<file path="config.mk">
export PLATFORM = sky130hd
export DESIGN_NAME = cic_interp
export DESIGN_NICKNAME = d
export VERILOG_FILES = /design/src/rtl/cic_interp.sv
export SDC_FILE = /design/constraint.sdc
export NUM_CORES = 1
export LEC_CHECK = 0
export CORE_MARGIN = 2
export CORE_UTILIZATION = 45
export DETAILED_ROUTE_END_ITERATION = 10
export HOLD_SLACK_MARGIN = 0.08
export PLACE_DENSITY = 0.61
export SLEW_MARGIN = 10
export SYNTH_ARGS = -nofsm -noshare
export SYNTH_HDL_FRONTEND = slang
export SYNTH_SLANG_ARGS = --single-unit
export TNS_END_PERCENT = 1
</file>
<file path="constraint.sdc">
create_clock -name clk -period 19 [get_ports clk]
set_clock_uncertainty 0.05 [all_clocks]
set_input_delay 2.85 -clock clk [delete_from_list [all_inputs] [get_ports clk]]
set_output_delay 2.85 -clock clk [all_outputs]
set_load 0.005 [all_outputs]
</file>
<file path="src/rtl/cic_interp.sv">
// rtl/cic_interp.sv - N-stage CIC interpolator (M=1) with runtime factor R.
// Define CIC_INTERP_SAT_EN to saturate the output instead of wrapping.
module cic_interp #(
    parameter int DATA_WIDTH = 16,
    parameter int N_STAGES   = 3
) (
    input  logic                  clk,
    input  logic                  rst_n,
    input  logic [4:0]            R,
    input  logic [DATA_WIDTH-1:0] x_in,
    input  logic                  in_valid,
    output logic                  in_ready,
    output logic [DATA_WIDTH-1:0] x_out,
    output logic                  out_valid
);

    localparam int IW = DATA_WIDTH + 5 * N_STAGES;
    localparam int SW = 8;

    typedef enum logic {IDLE, RUN} state_t;

    state_t                state;
    logic [4:0]            r_l;
    logic [4:0]            phase;
    logic [4:0]            r_eff;
    logic                  accept;
    logic                  last_phase;
    logic                  step;

    logic signed [IW-1:0]  comb_dly [N_STAGES];
    logic signed [IW-1:0]  comb_val [N_STAGES+1];
    logic signed [IW-1:0]  comb_reg;
    logic signed [IW-1:0]  integ    [N_STAGES];
    logic signed [IW-1:0]  integ_nx [N_STAGES];
    logic signed [IW-1:0]  integ_in;

    logic                  step_q;
    logic [SW-1:0]         shift_q;
    logic [DATA_WIDTH-1:0] reduced;

    function automatic logic [2:0] flog2(input logic [4:0] r);
        if (r[4])      return 3'd4;
        else if (r[3]) return 3'd3;
        else if (r[2]) return 3'd2;
        else if (r[1]) return 3'd1;
        else           return 3'd0;
    endfunction

    assign r_eff      = (R == 5'd0) ? 5'd1 : R;
    assign accept     = in_valid && in_ready;
    assign last_phase = (phase == r_l - 5'd1);
    assign step       = (state == RUN);

    // Comb section: N first differences evaluated on the incoming sample
    always_comb begin
        comb_val[0] = {{(IW-DATA_WIDTH){x_in[DATA_WIDTH-1]}}, x_in};
        for (int k = 0; k < N_STAGES; k++) begin
            comb_val[k+1] = comb_val[k] - comb_dly[k];
        end
    end

    always_ff @(posedge clk or negedge rst_n) begin
        if (!rst_n) begin
            for (int k = 0; k < N_STAGES; k++) begin
                comb_dly[k] <= '0;
            end
            comb_reg <= '0;
        end else if (accept) begin
            for (int k = 0; k < N_STAGES; k++) begin
                comb_dly[k] <= comb_val[k];
            end
            comb_reg <= comb_val[N_STAGES];
        end
    end

    // Integrator chain is evaluated combinationally so one step settles all stages
    always_comb begin
        integ_in    = (phase == 5'd0) ? comb_reg : '0;
        integ_nx[0] = integ[0] + integ_in;
        for (int k = 1; k < N_STAGES; k++) begin
            integ_nx[k] = integ[k] + integ_nx[k-1];
        end
    end

    always_ff @(posedge clk or negedge rst_n) begin
        if (!rst_n) begin
            for (int k = 0; k < N_STAGES; k++) begin
                integ[k] <= '0;
            end
        end else if (step) begin
            for (int k = 0; k < N_STAGES; k++) begin
                integ[k] <= integ_nx[k];
            end
        end
    end

    always_ff @(posedge clk or negedge rst_n) begin
        if (!rst_n) begin
            state    <= IDLE;
            phase    <= '0;
            r_l      <= 5'd1;
            in_ready <= 1'b1;
        end else begin
            case (state)
                IDLE: begin
                    if (accept) begin
                        state    <= RUN;
                        phase    <= '0;
                        r_l      <= r_eff;
                        in_ready <= (r_eff == 5'd1);
                    end
                end
                RUN: begin
                    if (last_phase) begin
                        if (accept) begin
                            phase    <= '0;
                            r_l      <= r_eff;
                            in_ready <= (r_eff == 5'd1);
                        end else begin
                            state    <= IDLE;
                            phase    <= '0;
                            in_ready <= 1'b1;
                        end
                    end else begin
                        phase    <= phase + 5'd1;
                        in_ready <= (phase + 5'd2 == r_l);
                    end
                end
                default: begin
                    state    <= IDLE;
                    in_ready <= 1'b1;
                end
            endcase
        end
    end

`ifdef CIC_INTERP_SAT_EN
    logic signed [IW-1:0]        shifted;
    logic [IW-DATA_WIDTH:0]      hi_bits;
    always_comb begin
        shifted = integ[N_STAGES-1] >>> shift_q;
        hi_bits = shifted[IW-1:DATA_WIDTH-1];
        if ((&hi_bits) || !(|hi_bits)) begin
            reduced = shifted[DATA_WIDTH-1:0];
        end else if (shifted[IW-1]) begin
            reduced = {1'b1, {(DATA_WIDTH-1){1'b0}}};
        end else begin
            reduced = {1'b0, {(DATA_WIDTH-1){1'b1}}};
        end
    end
`else
    always_comb begin
        reduced = DATA_WIDTH'(integ[N_STAGES-1] >>> shift_q);
    end
`endif

    // Shift travels with each step so a relatched R_l never affects the previous block
    always_ff @(posedge clk or negedge rst_n) begin
        if (!rst_n) begin
            step_q    <= 1'b0;
            shift_q   <= '0;
            x_out     <= '0;
            out_valid <= 1'b0;
        end else begin
            step_q    <= step;
            shift_q   <= SW'((N_STAGES - 1) * int'(flog2(r_l)));
            out_valid <= step_q;
            if (step_q) begin
                x_out <= reduced;
            end
        end
    end

endmodule

</file>
==> key figures, run 1 <==
Final layout
  – Nets: 1816
  – Multi-input combinational cell area: 9260 sq um
  – Fillcell total: between 3000 and 4000
  – Max reg flops: 90
  – Design Area, Final: 16700 sq um
  – ANT cells: 0
  – Fin cells: around 2100
  – Syn-to-layout area delta: 11.5%
  – Share of cells above drive strength 1: 10.6%
  – FF+latch area: 5110 sq um

Setup path
  – Data required, critical path: 19.41 ns
  – Worst reg2reg setup slack: around 11 ns
  – Startpoint types: primary input
  – CP Capture Point: comb_reg[29]
  – Worst EP arrival: between 8 and 9 ns
  – R2R Path Start: phase[0]
  – Setup crit end kind: flop
  – WS Path Type: primary input to flop
  – Crit path from: x_in[0]
  – RR Endpoint: integ[29]
  – Worst Reg-to-Reg Cells: 37
  – Worst Path Max Fanout: 6

Global routing
  – First-pass GRT wire length: approximately 52000 microns
  – Number of global-route vias before repair: between 10000 and 15000
  – Initial antenna violation count: 0
  – Total congestion overflow: 0
  – GRT Total Usage: between 10% and 20%
  – Largest net degree at the start of global routing: 70

Logic synthesis
  – Synth warnings: 0
  – Xor and xnor area share after synthesis: between 7 and 8%
  – Count of unique library cells instantiated by Yosys: 70
  – #FFs+latches synth: 204
  – Mapped Area: 15000 sq um
  – Async S/R FF share, synth: 100%
  – Synth Area per Inst: 9.32 sq um
  – Top post-synthesis cells by area: dfrtp_1 34%, ha_1 13%, mux2_2 7.1%, xnor2_1 4.8%, a21oi_1 4.5%
  – Synth Area in Adders: 13.4%
  – Main combinational cell family by area after synthesis: compound AO/OA/AOI/OAI gates
  – Post-synth EDFFs: 0
  – Syn_nets: 1785
  – Compound-Gate Fraction of Synth Area: between 10% and 20%
  – Multiplexer area fraction after synthesis: 11.3%
  – Register area share after synthesis: about a third
  – Top FF cell, synth: dfrtp_1
  – Post-Synth Simple-Gate Area: 12.2%
  – Synth top area share: 33.8%
  – Post-synth top area cell: dfrtp_1
  – Post-Syn Instances: between 1500 and 2000

Clocking
  – Number of setup buffers added after CTS: 0
  – CTS tree: yes
  – CTS Hold Buffers Added: 0
  – TritonCTS Buffers: 26
  – Clk slew on worst S/H paths: 0.05 ns
  – Htree depth: 1
  – CTS Buffer Depth: 3
  – Clock sink count: 204
  – Clk Latency, worst-skew pair: 0.54 ns
  – CTS-repair resized insts: 0
  – Clock tree root driver cell: clkbuf_16

Placement
  – Gpl congestion: between 0.8 and 0.9
  – Dpl cells: 2050
  – Port bufs: 41
  – Post-DP HPWL: 22400 microns
  – Placed cell areas: 15800 sq um
  – Place WS: 10.51 ns

STA
  – Final worst-path cycle share: between 40% and 50%
  – Setup slack after layout: 11.07 ns
  – Max Slew Vio Count: 0
  – Final Hold Fails: 0
  – Slew margin rel.: around a third
  – Setup TNS: 0 ns
  – Setup-failing EPs final: 0
  – Unrepaired setup endpoints after global routing: no
  – Slew of the pin with the lowest slew margin: 1.03 ns
  – Crit path time final: 7.93 ns
  – Max Clk Rate: 126 MHz

Routing
  – Drt drc: 0
  – First-pass DRT Iterations: 7
  – Antenna viol nets, final: 0
  – Vias: approximately 11000
  – Drt wl/cell: 14.3 microns
  – Via-to-Cell Ratio: between 5 and 6
  – Routed Wire Length: roughly 30000 microns
  – Initial DRC Count: about 460

Status
  – Status: completed

Die
  – Core footprint: between 30000 and 40000 sq um
  – Initial Util: between 40% and 50%
  – Die width: 186 microns
  – Die height: 186 microns
  – Std-Cell Rows: 66
  – IO Pins: between 40 and 50
  – Die ar.: 34700 sq um

Flow run
  – Max-cap violations: 0

Hold path
  – Hold crit path type: flop to flop
==> critical path, cell delays in order <==
cell and delay, ns:
clkdlybuf4s50_1 0.45, inv_1 0.05, ha_1 0.22, inv_1 0.07, fa_1 0.45, ha_1 0.29, nor2b_1 0.12, o21ai_0 0.20
a21boi_1 0.11, o21ai_0 0.20, a21boi_0 0.15, o21ai_0 0.22, a21boi_1 0.12, o21ai_0 0.41, nor2b_1 0.23, xnor2_1 0.16
ha_1 0.29, nand2_1 0.12, o21ai_0 0.13, or3_1 0.33, a21o_1 0.17, a41oi_1 0.31, o21bai_1 0.10, a21oi_1 0.21
a31oi_1 0.22, nor2_1 0.15
==> worst min-delay path by stage <==
stage | cells after the start | slack [ns] | from | end
final | 2 | 0.42 | comb_reg[12] | comb_reg[12]
after global routing | 2 | 0.46 | comb_reg[13] | comb_reg[13]
after CTS | 2 | 0.43 | comb_reg[6] | comb_reg[6]
after detailed placement | 2 | 0.41 | comb_reg[6] | comb_reg[6]
after global placement | 2 | 0.40 | comb_reg[2] | comb_reg[2]
after floorplan | 0 | 0.32 | state | step_q
==> cell type report <==
type	count	share of cell area [%]
clock inverter	5	0.465
clock buffer	39	4.68
multi-input combinational	1243	55.5
inverter	112	2.52
tap	442	3.32
timing repair buffer	49	2.84
sequential	204	30.7
==> cells in the mapped netlist (5+ instances only) <==
cell type  number
dfrtp_1       202
ha_1          150
a21oi_1       135
nor2_1        127
o21ai_0       126
nand2_1       122
inv_1         111
mux2_2         94
xnor2_1        82
a21o_1         48
clkbuf_1       39
xor2_1         35
and2_1         32
mux2i_1        27
nand3_1        23
nor2b_1        21
nand2b_1       20
a211oi_1       17
o21bai_1       17
mux4_2         16
nor3_1         15
o21a_1         14
a21boi_0        9
a31oi_1         9
and3_1          8
o31ai_1         8
or3_1           8
buf_1           6
fa_1            6
a41oi_1         5
==> per-stage QoR <==
| stage | hold WS [ns] | utilization, % |
|---|---|---|
| final | 0.416 | 51.1 |
| after global routing | 0.455 | 51.1 |
| after CTS | 0.425 | 51.1 |
| after detailed placement | 0.413 | 48.5 |
| after global placement | 0.403 | 48.5 |
| after floorplan | 0.322 | - |
==> kinds of logic after synthesis <==
logic type / after synthesis
simple gates: 396
compound gates: 436
xor+xnor: 118
fa+ha+maj: 156
flops: 204
buf+inv: 158
mux: 137
==> placed cells by master (no fill, tap or decap), types with 31 or more instances in the layout <==
master / netlist / final
dfrtp_1: 202 / 201
ha_1: 150 / 150
a21oi_1: 135 / 135
nor2_1: 127 / 127
o21ai_0: 126 / 126
nand2_1: 122 / 122
inv_1: 111 / 111
mux2_2: 94 / 94
xnor2_1: 82 / 82
a21o_1: 48 / 48
clkdlybuf4s50_1: 0 / 40
xor2_1: 35 / 35
and2_1: 32 / 31
==> routing by layer <==
metal,global-route usage [%],share of wire [%],vias to the layer above
met5,0,0,-
met4,4.19,1.7,0
met1,23.8,48,5277
li1,-,-,5767
met2,31.4,47,135
met3,2.76,3.0,44
Power of run 1 is not shown: default switching activity piles up to over one toggle a cycle in this logic, so the estimate is an artifact.
==> run 2: changes to the inputs <==
==> constraint.sdc (replaced) <==
create_clock -name clk -period 7.6 [get_ports clk]
set_clock_uncertainty 0.05 [all_clocks]
set_input_delay 1.14 -clock clk [delete_from_list [all_inputs] [get_ports clk]]
set_output_delay 1.14 -clock clk [all_outputs]
set_load 0.005 [all_outputs]
==> run 2 against run 1 <==
Worst setup slack worse by 10 ns. Wire length grew 0.25%. Via count is essentially flat. Utilization increased by 0.33 points. Worst hold slack improved by 0.0036 ns. Final area increased by 0.65%. Clock-buffer cell count fell by 3. Highest routed layer unchanged. Global-route usage is 0.31 points lower. Register-to-register slack got worse by 11 ns. First-iteration DRC count up 27%. Sequential share of layout area down 0.20 points.
==> key figures, run 2 (synthesized netlist as in run 1, its figures left out) <==
Routing
  – First-pass DRT Iterations: 4
  – Drt wl/cell: 14.3 microns
  – Via-to-Cell Ratio: 5.34
  – Initial DRC Count: 590
  – Vias: between 10000 and 15000
  – Antenna viol nets, final: 0
  – Routed Wire Length: 30100 microns
  – Drt drc: 0

STA
  – Setup-failing EPs final: 0
  – Final Hold Fails: 0
  – Crit path time final: 6.98 ns
  – Max Clk Rate: 143 MHz
  – Slew margin rel.: 36.4%
  – Final worst-path cycle share: 91.9%
  – Slew of the pin with the lowest slew margin: 0.953 ns
  – Max Slew Vio Count: 0

Final layout
  – Syn-to-layout area delta: 12.2%
  – ANT cells: 0
  – Most common cell after layout, fill and taps aside: dfrtp_1
  – Commonest cells after routing, fill and taps aside: 201 x dfrtp_1, 149 x ha_1, 134 x a21oi_1
  – Fin cells: 2098
  – Max reg flops: 90
  – Nets: around 1800
  – Share of cells above drive strength 1: 11.5%

Global routing
  – First-pass GRT wire length: 51500 microns
  – Initial antenna violation count: 0
  – GRT Total Usage: roughly 18%
  – Largest net degree at the start of global routing: 80
  – Number of global-route vias before repair: 10990
  – Met1 Usage GRT: 23.2%
  – Most Crowded Layer GR: met2
  – Global Route met2 Usage: 31.5%
  – GR Util met3: about 2.2%
  – Total congestion overflow: 0

Die
  – Die ar.: 34700 sq um
  – Die width: 186 microns
  – Std-Cell Rows: 66
  – Core footprint: approximately 33000 sq um
  – Die height: 186 microns
  – IO Pins: 42
  – Initial Util: 45.8%

Clocking
  – Clk slew on worst S/H paths: 0.06 ns
  – Clock tree root driver cell: clkbuf_16
  – Number of setup buffers added after CTS: 0
  – Clock sink count: 204
  – Htree depth: 1
  – TritonCTS Buffers: 26
  – Clk Latency, worst-skew pair: 0.53 ns
  – CTS tree: yes
  – CTS Buffer Depth: 3
  – CTS-repair resized insts: 0
  – CTS Hold Buffers Added: 0

Setup path
  – Setup crit end kind: flop
  – R2R Path Start: phase[0]
  – Data required, critical path: 7.93 ns
  – Worst Path Max Fanout: 8
  – Startpoint types: flop
  – Crit path from: phase[0]
  – WS Path Type: flop to flop
  – Slowest cell delay on critical path: 0.47 ns
  – Crit path top cell by count: o21ai_0
  – Crit-path slowest cell: dfrtp_1
  – Worst EP arrival: 7.31 ns

Placement
  – Dpl cells: 2050
  – Post-DP HPWL: 22500 microns
  – Port bufs: 41
  – Gpl congestion: 0.866

Flow run
  – Max-cap violations: 0

Status
  – Status: completed

Hold path
  – Hold crit path type: flop to flop
  – HP Start: comb_reg[16]
==> run 2: changes by cell type in the layout (fill, tap and decap cells not counted), sizes merged <==
cell | before | now
clkinv | 3 | 8
inv | 111 | 112
clkbuf | 40 | 37
bufinv | 2 | 3
==> run 2: final timing paths <==
path	end	slack (ns)	depth (start not counted)
hold / removal	comb_reg[16]	0.42	2
max in group asynchronous	state	5.44	2
setup reg to reg	integ[28]	0.62	36
hold reg to reg	comb_reg[16]	0.42	2
min in group asynchronous	x_out[4]	0.57	1
setup / recovery	integ[28]	0.62	36
==> run 2: through the flow <==
step | setup slack, ns | util, % | setup TNS [ns] | area (sq um) | hold slack, ns
floorplan | 0.801 | - | 0 | 15000 | 0.322
global placement | 0.569 | 48.5 | 0 | 15800 | 0.404
detailed placement | 0.294 | 48.5 | 0 | 15800 | 0.413
CTS | 0.272 | 51.3 | 0 | 16700 | 0.427
global route | -0.0163 | 51.4 | -0.0163 | 16800 | 0.441
finish | 0.619 | 51.4 | 0 | 16800 | 0.420
==> run 2: critical path: cells and delay by family (launching register included) <==
family,cells,cell delay (ns)
compound gates,19,3.51
xor+xnor,2,0.32
fa+ha+maj,5,1.33
buf+inv,2,0.16
flops,1,0.47
simple gates,8,0.99
==> run 2: cell type report <==
| type | instances | area (sq um) |
|---|---|---|
| clock buffer | 36 | 779 |
| clock inverter | 12 | 141 |
| fill | 3008 | 15800 |
| inverter | 112 | 420 |
| multi-input combinational | 1243 | 9300 |
| sequential | 204 | 5110 |
| tap | 442 | 553 |
| timing repair buffer | 49 | 478 |
==> run 2: per-layer routing <==
metal / wire (microns) / vias to the layer above / share of wire [%]
li1: - / 5758 / -
met1: 14300 / 5267 / 48
met2: 14400 / 146 / 48
met3: 719 / 42 / 2.4
met4: 673 / 0 / 2.2
met5: 0 / - / 0
Power of run 2 is left out for the same reason.
